--- config.mk ---
export PLATFORM = sky130hd
export DESIGN_NAME = trap_unit
export DESIGN_NICKNAME = d
export VERILOG_FILES = /design/src/rtl/trap_unit.sv
export SDC_FILE = /design/constraint.sdc
export NUM_CORES = 1
export LEC_CHECK = 0
export ABC_AREA = 1
export BUFFER_PORTS_ARGS = -buffer_cell sky130_fd_sc_hd__buf_2
export CAP_MARGIN = 5
export CORE_ASPECT_RATIO = 0.9
export CORE_MARGIN = 8
export CORE_UTILIZATION = 35
export CTS_CLUSTER_DIAMETER = 200
export DETAILED_ROUTE_END_ITERATION = 6
export PLACE_DENSITY = 0.58
export SLEW_MARGIN = 5
export SYNTH_ARGS = -nofsm -noshare
export SYNTH_HDL_FRONTEND = slang
export SYNTH_SLANG_ARGS = --single-unit
--- constraint.sdc ---
create_clock -name clk -period 9.2 [get_ports clk]
set_clock_uncertainty 0.15 [all_clocks]
set_input_delay 0.92 -clock clk [delete_from_list [all_inputs] [get_ports clk]]
set_output_delay 0.92 -clock clk [all_outputs]
set_load 0.02 [all_outputs]
--- src/rtl/trap_unit.sv ---
// rtl/trap_unit.sv - machine-mode trap CSRs, trap arbitration and flush/redirect FSM
//
// Ports:
//   clk, rst            clock; synchronous active-low reset
//   commit_*            committing instruction: valid, pc, exception vector, mret
//   fault_address/instr trap value sources for misaligned / illegal causes
//   sw/timer/ext_irq    machine interrupt levels; local_irq platform-local levels
//   csr_wr_en/addr/wdata CSR write port; csr_rdata combinational read of csr_addr
//   trap_busy           trap in progress, commit must hold
//   flush_req/flush_ack pipeline flush handshake
//   redirect_valid/pc   one-cycle PC redirect strobe and target
//   irq_pending         any enabled interrupt pending, ignoring mstatus.MIE
module trap_unit #(
    parameter int              XLEN          = 32,
    parameter int              NUM_LOCAL_IRQ = 16,
    parameter logic [XLEN-1:0] RESET_MTVEC   = '0
) (
    input  logic                     clk,
    input  logic                     rst,
    input  logic                     commit_valid,
    input  logic [XLEN-1:0]          commit_pc,
    input  logic [3:0]               commit_exc,
    input  logic                     commit_mret,
    input  logic [XLEN-1:0]          fault_address,
    input  logic [XLEN-1:0]          fault_instr,
    input  logic                     sw_irq,
    input  logic                     timer_irq,
    input  logic                     ext_irq,
    input  logic [NUM_LOCAL_IRQ-1:0] local_irq,
    input  logic                     csr_wr_en,
    input  logic [11:0]              csr_addr,
    input  logic [XLEN-1:0]          csr_wdata,
    output logic [XLEN-1:0]          csr_rdata,
    output logic                     trap_busy,
    output logic                     flush_req,
    input  logic                     flush_ack,
    output logic                     redirect_valid,
    output logic [XLEN-1:0]          redirect_pc,
    output logic                     irq_pending
);

    typedef enum logic [1:0] {IDLE, DRAIN, REDIRECT} state_t;

    // Implemented interrupt bits: sw 3, timer 7, ext 11, local 16+i.
    function automatic logic [XLEN-1:0] irq_mask_f();
        logic [XLEN-1:0] m;
        m     = '0;
        m[3]  = 1'b1;
        m[7]  = 1'b1;
        m[11] = 1'b1;
        for (int i = 0; i < NUM_LOCAL_IRQ; i++) m[16+i] = 1'b1;
        return m;
    endfunction

    localparam logic [XLEN-1:0] IRQ_MASK = irq_mask_f();
    localparam logic [XLEN-1:0] LOW2     = XLEN'(3);

    state_t          state_q, state_d;
    logic            mstatus_mie_q, mstatus_mpie_q;
    logic [XLEN-1:0] mie_q, mip_q, mtvec_q, mepc_q, mcause_q, mtval_q, target_q;

    logic [XLEN-1:0] irq_vec, pend, int_code, exc_code, exc_tval, trap_cause, target_d, base;
    logic            take_exc, take_mret, take_int, capture, idle_commit;

    always_comb begin
        irq_vec                        = '0;
        irq_vec[3]                     = sw_irq;
        irq_vec[7]                     = timer_irq;
        irq_vec[11]                    = ext_irq;
        irq_vec[16 +: NUM_LOCAL_IRQ]   = local_irq;
    end

    assign pend        = mip_q & mie_q;
    assign irq_pending = |pend;

    // Interrupt cause: ext > sw > timer > lowest-numbered local line.
    always_comb begin
        int_code = '0;
        for (int i = NUM_LOCAL_IRQ - 1; i >= 0; i--) begin
            if (pend[16+i]) int_code = XLEN'(16 + i);
        end
        if (pend[7])  int_code = XLEN'(7);
        if (pend[3])  int_code = XLEN'(3);
        if (pend[11]) int_code = XLEN'(11);
    end

    // Exception cause: instr_mis > ill > load_mis > store_mis.
    always_comb begin
        exc_code = XLEN'(6);
        exc_tval = fault_address;
        if (commit_exc[2]) exc_code = XLEN'(4);
        if (commit_exc[1]) begin
            exc_code = XLEN'(2);
            exc_tval = fault_instr;
        end
        if (commit_exc[0]) begin
            exc_code = XLEN'(0);
            exc_tval = fault_address;
        end
    end

    assign idle_commit = (state_q == IDLE) && commit_valid;
    assign take_exc    = idle_commit && (|commit_exc);
    assign take_mret   = idle_commit && !(|commit_exc) && commit_mret;
    assign take_int    = idle_commit && !(|commit_exc) && !commit_mret && mstatus_mie_q && irq_pending;
    assign capture     = take_exc || take_mret || take_int;

    assign trap_cause  = take_int ? {1'b1, int_code[XLEN-2:0]} : exc_code;
    assign base        = mtvec_q & ~LOW2;

    always_comb begin
        target_d = base;
        if (take_mret)
            target_d = mepc_q;
        else if (take_int && (mtvec_q[1:0] == 2'b01))
            target_d = base + (int_code << 2);
    end

    always_comb begin
        state_d        = state_q;
        flush_req      = 1'b0;
        redirect_valid = 1'b0;
        trap_busy      = (state_q != IDLE);
        case (state_q)
            IDLE:     if (capture) state_d = DRAIN;
            DRAIN: begin
                flush_req = 1'b1;
                if (flush_ack) state_d = REDIRECT;
            end
            REDIRECT: begin
                redirect_valid = 1'b1;
                state_d        = IDLE;
            end
            default:  state_d = IDLE;
        endcase
    end

    assign redirect_pc = target_q;

    always_ff @(posedge clk) begin
        if (!rst) state_q <= IDLE;
        else      state_q <= state_d;
    end

    always_ff @(posedge clk) begin
        if (!rst) begin
            mstatus_mie_q  <= 1'b0;
            mstatus_mpie_q <= 1'b0;
            mie_q          <= '0;
            mip_q          <= '0;
            mtvec_q        <= RESET_MTVEC;
            mepc_q         <= '0;
            mcause_q       <= '0;
            mtval_q        <= '0;
            target_q       <= '0;
        end else begin
            mip_q <= irq_vec & IRQ_MASK;
            if (csr_wr_en) begin
                case (csr_addr)
                    12'h300: begin
                        mstatus_mie_q  <= csr_wdata[3];
                        mstatus_mpie_q <= csr_wdata[7];
                    end
                    12'h304: mie_q    <= csr_wdata & IRQ_MASK;
                    12'h305: mtvec_q  <= csr_wdata;
                    12'h341: mepc_q   <= csr_wdata & ~LOW2;
                    12'h342: mcause_q <= csr_wdata;
                    12'h343: mtval_q  <= csr_wdata;
                    default: ;
                endcase
            end
            // Trap updates come after the CSR write so they win on a collision.
            if (take_exc || take_int) begin
                mepc_q         <= commit_pc & ~LOW2;
                mcause_q       <= trap_cause;
                mtval_q        <= take_int ? '0 : exc_tval;
                mstatus_mpie_q <= mstatus_mie_q;
                mstatus_mie_q  <= 1'b0;
            end
            if (take_mret) begin
                mstatus_mie_q  <= mstatus_mpie_q;
                mstatus_mpie_q <= 1'b1;
            end
            if (capture) target_q <= target_d;
        end
    end

    always_comb begin
        csr_rdata = '0;
        case (csr_addr)
            12'h300: begin
                csr_rdata[3]     = mstatus_mie_q;
                csr_rdata[7]     = mstatus_mpie_q;
                csr_rdata[12:11] = 2'b11;
            end
            12'h304: csr_rdata = mie_q;
            12'h305: csr_rdata = mtvec_q;
            12'h341: csr_rdata = mepc_q;
            12'h342: csr_rdata = mcause_q;
            12'h343: csr_rdata = mtval_q;
            12'h344: csr_rdata = mip_q;
            default: csr_rdata = '0;
        endcase
    end

endmodule

# After elaboration in Yosys (flattened, before gate mapping)
# Index checks and enable logic that the tools add are counted.
[word_totals] reg_bits=213 output_inout_bits=68
[classes] n_addsub=1 n_eq_ne=12 n_mux=57 n_bitwise=1 reduce_logical=30
[ops] op="two-way mux 31 bit" count=18
[ops] op="two-way mux 32 bit" count=17
[ops] op="one-hot mux 19 bit (6 select lines)" count=1
[ops] op="== test 12 x 10 -> 1 bit, second input constant" count=7
[ops] op="one-hot mux 3 bit (5 select lines)" count=3
[ops] op="adder 32 bit" count=1
[ops] op="AND 32 bit" count=1
[ops] op="OR reduction 32 bit" count=1
[ops] op="one-hot mux 1 bit (7 select lines)" count=2
[ops] op="one-hot mux 2 bit (7 select lines)" count=1
[ops] op="AND reduction 2 bit" count=7
[ops] op="two-way mux 1 bit" count=10
[ops] op="nonzero test 2 bit" count=5
[ops] op="logical AND 1 bit" count=8
[ops] op="two-way mux 2 bit" count=3
[ops] op="nonzero test 3 bit" count=2
[ops] op="two-way mux 5 bit" count=1
[ops] op="== test 2 x 1 -> 1 bit, second input constant" count=2
[ops] op="inequality test 2 bit, second input constant" count=2
[ops] op="one-hot mux 2 bit (2 select lines)" count=1
[ops] op="OR reduction 4 bit" count=1
[ops] op="logical OR 1 bit" count=3
[ops] op="== test 2 bit, second input constant" count=1
[ops] op="logical NOT 1 bit" count=2
[ops] op="logical NOT 2 bit" count=1

# Longest topological paths before layout
[logic_depth] ltp_word=23 depth_mapped=30 depth_no_buf=30

# Worst setup path before layout
# Ideal clock, no wire load.
[synth_path] kind="input to output" from="in csr_addr[5]" to="out csr_rdata[18]" t_arrival_ps=2355 t_required_ps=8130 slack_ps=5775 stages=10 n_path_buf=2 cell_sequence="nor2_1 -> inv_1 -> nor3_1 -> and3_1 -> clkbuf_1 -> buf_2 -> nand3_1 -> o21ai_0 -> a221oi_1 -> o211ai_1"
[synth_between] elab_chain_cells=2 elab_cells_between_ends=7 classes_between="eq/ne: 6; mux: 1"
[synth_rtl] element="start, declared" line_no="31" source="input logic [11:0] csr_addr,"
[synth_rtl] element="== test 12 x 10 -> 1 bit" line_no="190" source="case (csr_addr)"
[synth_rtl] element="one-hot mux 19 bit (6 select lines) (*)" line_no="190"
[synth_rtl] element="end, declared" line_no="33" source="output logic [XLEN-1:0] csr_rdata,"
# Every way passes the cells marked *; elsewhere a longest branch is shown, timed or not.

# Worst setup path in the final report
[layout_path] from="in csr_addr[11]" to="out csr_rdata[30]"
# Same word-level chain as after synthesis.

==> results_dict.tcl <==
set metrics [dict create \
    outcome "complete, no violations" \
    synth_largest_type_area_fraction_pct 37.2 \
    area_growth_syn_to_layout_pct 18.3 \
    synth_cell_types 48 \
    timing.rr.end "redirect_pc[24]" \
    insertedDiodeCount 0 \
    combinational_share_of_power_pct 12.3 \
    cts-root-to-sink-buffers 2 \
    placement.setup.worst_slack_ps 4360 \
    grt_util_all_layers_pct 23.7 \
    floorplan.die_area_mm2 0.0363 \
    synth_enable_flop_cells 0 \
    vdd.ir_drop.worst_v 0.000133 \
    cts.sink_count 198 \
    grt-ovfl-total 0 \
    pwr-share-clk_pct 39.6 \
    fp.dieH_um 182 \
    crit-reg2reg-launch "mie_q[31]" \
    sequentialPowerShare_pct 48.1 \
    drt_iter0_markers 1109 \
    drive_gt1_share_pct 17.6 \
    ctsRootBufferMaster "clkbuf_16" \
    cts-buffers-inserted 17 \
    timing.critical_path.from_type "input port" \
    tritoncts "yes" \
    ioPinCount 237 \
    rrSetupSlack_ps 4920 \
    clock_slew_at_the_register_clock_pins_of_the_worst_setup_and_hold_paths_ps 70 \
    chipWidth_um 200 \
    dp.final_hpwl_um 32600 \
    unrepaired_setup_endpoints_after_global_routing "false" \
    final-setup-viol-count 0 \
    floorplan.rows 60 \
    clk_latency_worst_skew_pair_ps 450 \
    netSwitchingPower_mw 0.578 \
    drt-pass1-iter-count 7 \
    switching_share_pct 30.1 \
    synth_cells 1589 \
    leading_register_cell_type_out_of_synthesis "dfxtp_1" \
    synth-seq-area-share_pct 37.2 \
    floorplan.core_area_mm2 0.0300 \
    timing_max_transition_violations_final 0 \
    power.internal_mw 1.34 \
    final.setup.worst_slack_ps 4340 \
    setup_total_negative_slack_ps 0 \
    finalCriticalPeriod_ps 4860 \
    synth_xor_xnor_area_share_pct 1.64 \
    synthesis.area_mm2 0.0107 \
    cts.htree.levels 4 \
    synth_async_sr_flop_share_pct 0 \
    post_synth_and_or_nand_nor_area_fraction_pct 22.7 \
    synth_largest_area_cell "dfxtp_1" \
    cts_post_setup_buffers_inserted 0 \
    timing.hold.worst_path_depth 2 \
    hold_class "flop to flop" \
    endpoint_kind "output pin" \
    worst-endpoint-arrival_ps 3790 \
    crit_required_ps 8130 \
    cellLeakagePower_nw 5.76 \
    dr_total_vias 11400 \
    combinational_family_with_the_most_area_after_synthesis "compound AO/OA/AOI/OAI gates" \
    route.detailed.vias_per_inst 5.21 \
    synth.most_common_cell "nand2_1" \
    final-hold-violation-count 0 \
    initial_antenna_violation_count 0 \
    finish.net_count 1938 \
    synth.top_cells.by_area "dfxtp_1 37%, nand2_1 14%, inv_1 8.0%" \
    yosysWarningCount 0 \
    transition_time_at_the_pin_with_the_least_slew_margin_ps 1070 \
    initial_core_util_pct 35.6 \
    p_per_area_mw_per_mm2 152 \
    largest_net_degree_at_the_start_of_global_routing 105 \
    ctsResizeCount 0 \
    cap_violations 0 \
    gp_congestion 0.900 \
    worst_slew_margin_rel_pct 28.7 \
    min-delay-start "redirect_pc[27]" \
    grt_pass1_vias 10800 \
    synth_compound_gate_area_share_pct 25.4 \
    crit_fanout 22 \
    synthesized_area_divided_by_synthesized_cell_count_um2 6.71 \
    antenna_violating_nets_remaining 0 \
    synth-adder-area-share_pct 0.775 \
    wire_length_of_the_first_global_routing_pass_um 66100 \
    holdPathEnd "redirect_pc[27]" \
    maxClockFrequency_mhz 206 \
    utilization_pct 42.1 \
    portBuffers 232 \
    muxShareOfSynthArea_pct 0 \
    synth.top_cells.by_count "406 x nand2_1, 227 x inv_1, 198 x dfxtp_1" \
    remaining_drc_errors 0 \
    r2r.worst_path.cells 30 \
    layout_worst_path_cycle_share_pct 52.8 \
    criticalPathCategory "input port to output pin" \
    synth.ff_latch_count 198 \
    post_drt_wl_per_cell_um 20.1 \
    cts_hold_repair.buffers 0 \
    detail_route.wirelength_um 43900 \
]
## worst max-delay path, cell delays in order
cell and delay, ps:
buf_2 90, nor3_1 190, inv_1 130, nor3_2 120, buf_4 310, nand4_1 810, o21ai_0 720, a221oi_1 100
o211ai_1 160, buf_2 220
## final cells by class
| cell class | count | area [um^2] |
|---|---|---|
| fillers | 3240 | 17300 |
| multi-input cells | 1062 | 5400 |
| repair buffers | 245 | 1260 |
| clock buffers | 18 | 439 |
| inverters | 239 | 897 |
| flip-flops and latches | 198 | 3960 |
| well taps | 403 | 504 |
| clock inverters | 14 | 151 |
## flip-flops by register name (all words and copies together), names as in the netlist, 2 cells and up
signal       count
mip_q           19
mtval_q         32
state_q          2
mtvec_q         32
redirect_pc     30
mcause_q        32
mie_q           19
mepc_q          30
## how the worst max path moves through the flow
stage / cells past startpoint / to / from
final: 10 / csr_rdata[30] / csr_addr[11]
after floorplan: 10 / csr_rdata[18] / csr_addr[5]
after global routing: 10 / csr_rdata[30] / csr_addr[11]
after detailed placement: 10 / csr_rdata[30] / csr_addr[11]
after CTS: 10 / csr_rdata[30] / csr_addr[11]
after global placement: 10 / csr_rdata[30] / csr_addr[11]
## layout by cell type, fill, tap and decap left out, types with 3 or more instances in the layout
cell / Yosys / final
a31oi_1: 79 / 79
inv_1: 227 / 227
xor2_1: 19 / 19
inv_2: 10 / 10
o21ai_1: 15 / 15
o211ai_1: 56 / 56
nor2_4: 2 / 3
nand4_1: 7 / 7
buf_4: 7 / 14
buf_2: 27 / 231
nor2_2: 5 / 6
a21oi_1: 99 / 99
o21ai_0: 145 / 145
o2111ai_1: 13 / 13
dfxtp_1: 198 / 198
a32o_1: 6 / 6
a22oi_1: 13 / 13
clkinvlp_4: 0 / 3
nor2_1: 86 / 84
a211oi_1: 3 / 3
ha_1: 5 / 5
nand2_1: 406 / 405
nor3_1: 26 / 26
a221oi_1: 14 / 14
clkbuf_16: 0 / 17
nand2_2: 4 / 5
inv_8: 0 / 7
nand3_1: 35 / 35
## per-layer routing
metal | vias to the layer above | wire length [um] | GRT usage, % | share of wire [%]
met2 | 495 | 18800 | 35.1 | 43
met5 | - | 0 | 0 | 0
met1 | 5220 | 20500 | 34.7 | 47
met3 | 38 | 4000 | 5.14 | 9.1
met4 | 0 | 512 | 4.59 | 1.2
li1 | 5600 | - | - | -
## cell families after synthesis
family	after synthesis
and+or+nand+nor	583
DFF	198
xor gates and xnor gates	20
other	1
adders and majority gates	6
AOI/OAI and AO/OA	451
buffers and inverters	330
## power groups by stage
stage / Sequential, mW / Clock (mW) / Combinational [mW]
2_1_floorplan: 0.933 / 0 / 0.140
3_3_place_gp: 0.942 / 0 / 0.232
3_5_place_dp: 0.943 / 0 / 0.234
4_1_cts: 0.923 / 0.769 / 0.235
5_1_grt: 0.929 / 0.806 / 0.260
6_report: 0.924 / 0.761 / 0.237
## per-stage QoR
stage / instances / cell area (um^2) / power, mW / hold slack, ps
after floorplan: 1590 / 10700 / 1.07 / 293
after global placement: 2147 / 12000 / 1.17 / 302
after detailed placement: 2147 / 12000 / 1.18 / 305
after CTS: 2179 / 12600 / 1.93 / 317
after global routing: 2179 / 12600 / 1.99 / 333
final: 2179 / 12600 / 1.92 / 316
(Power assumes the default switching activity.)
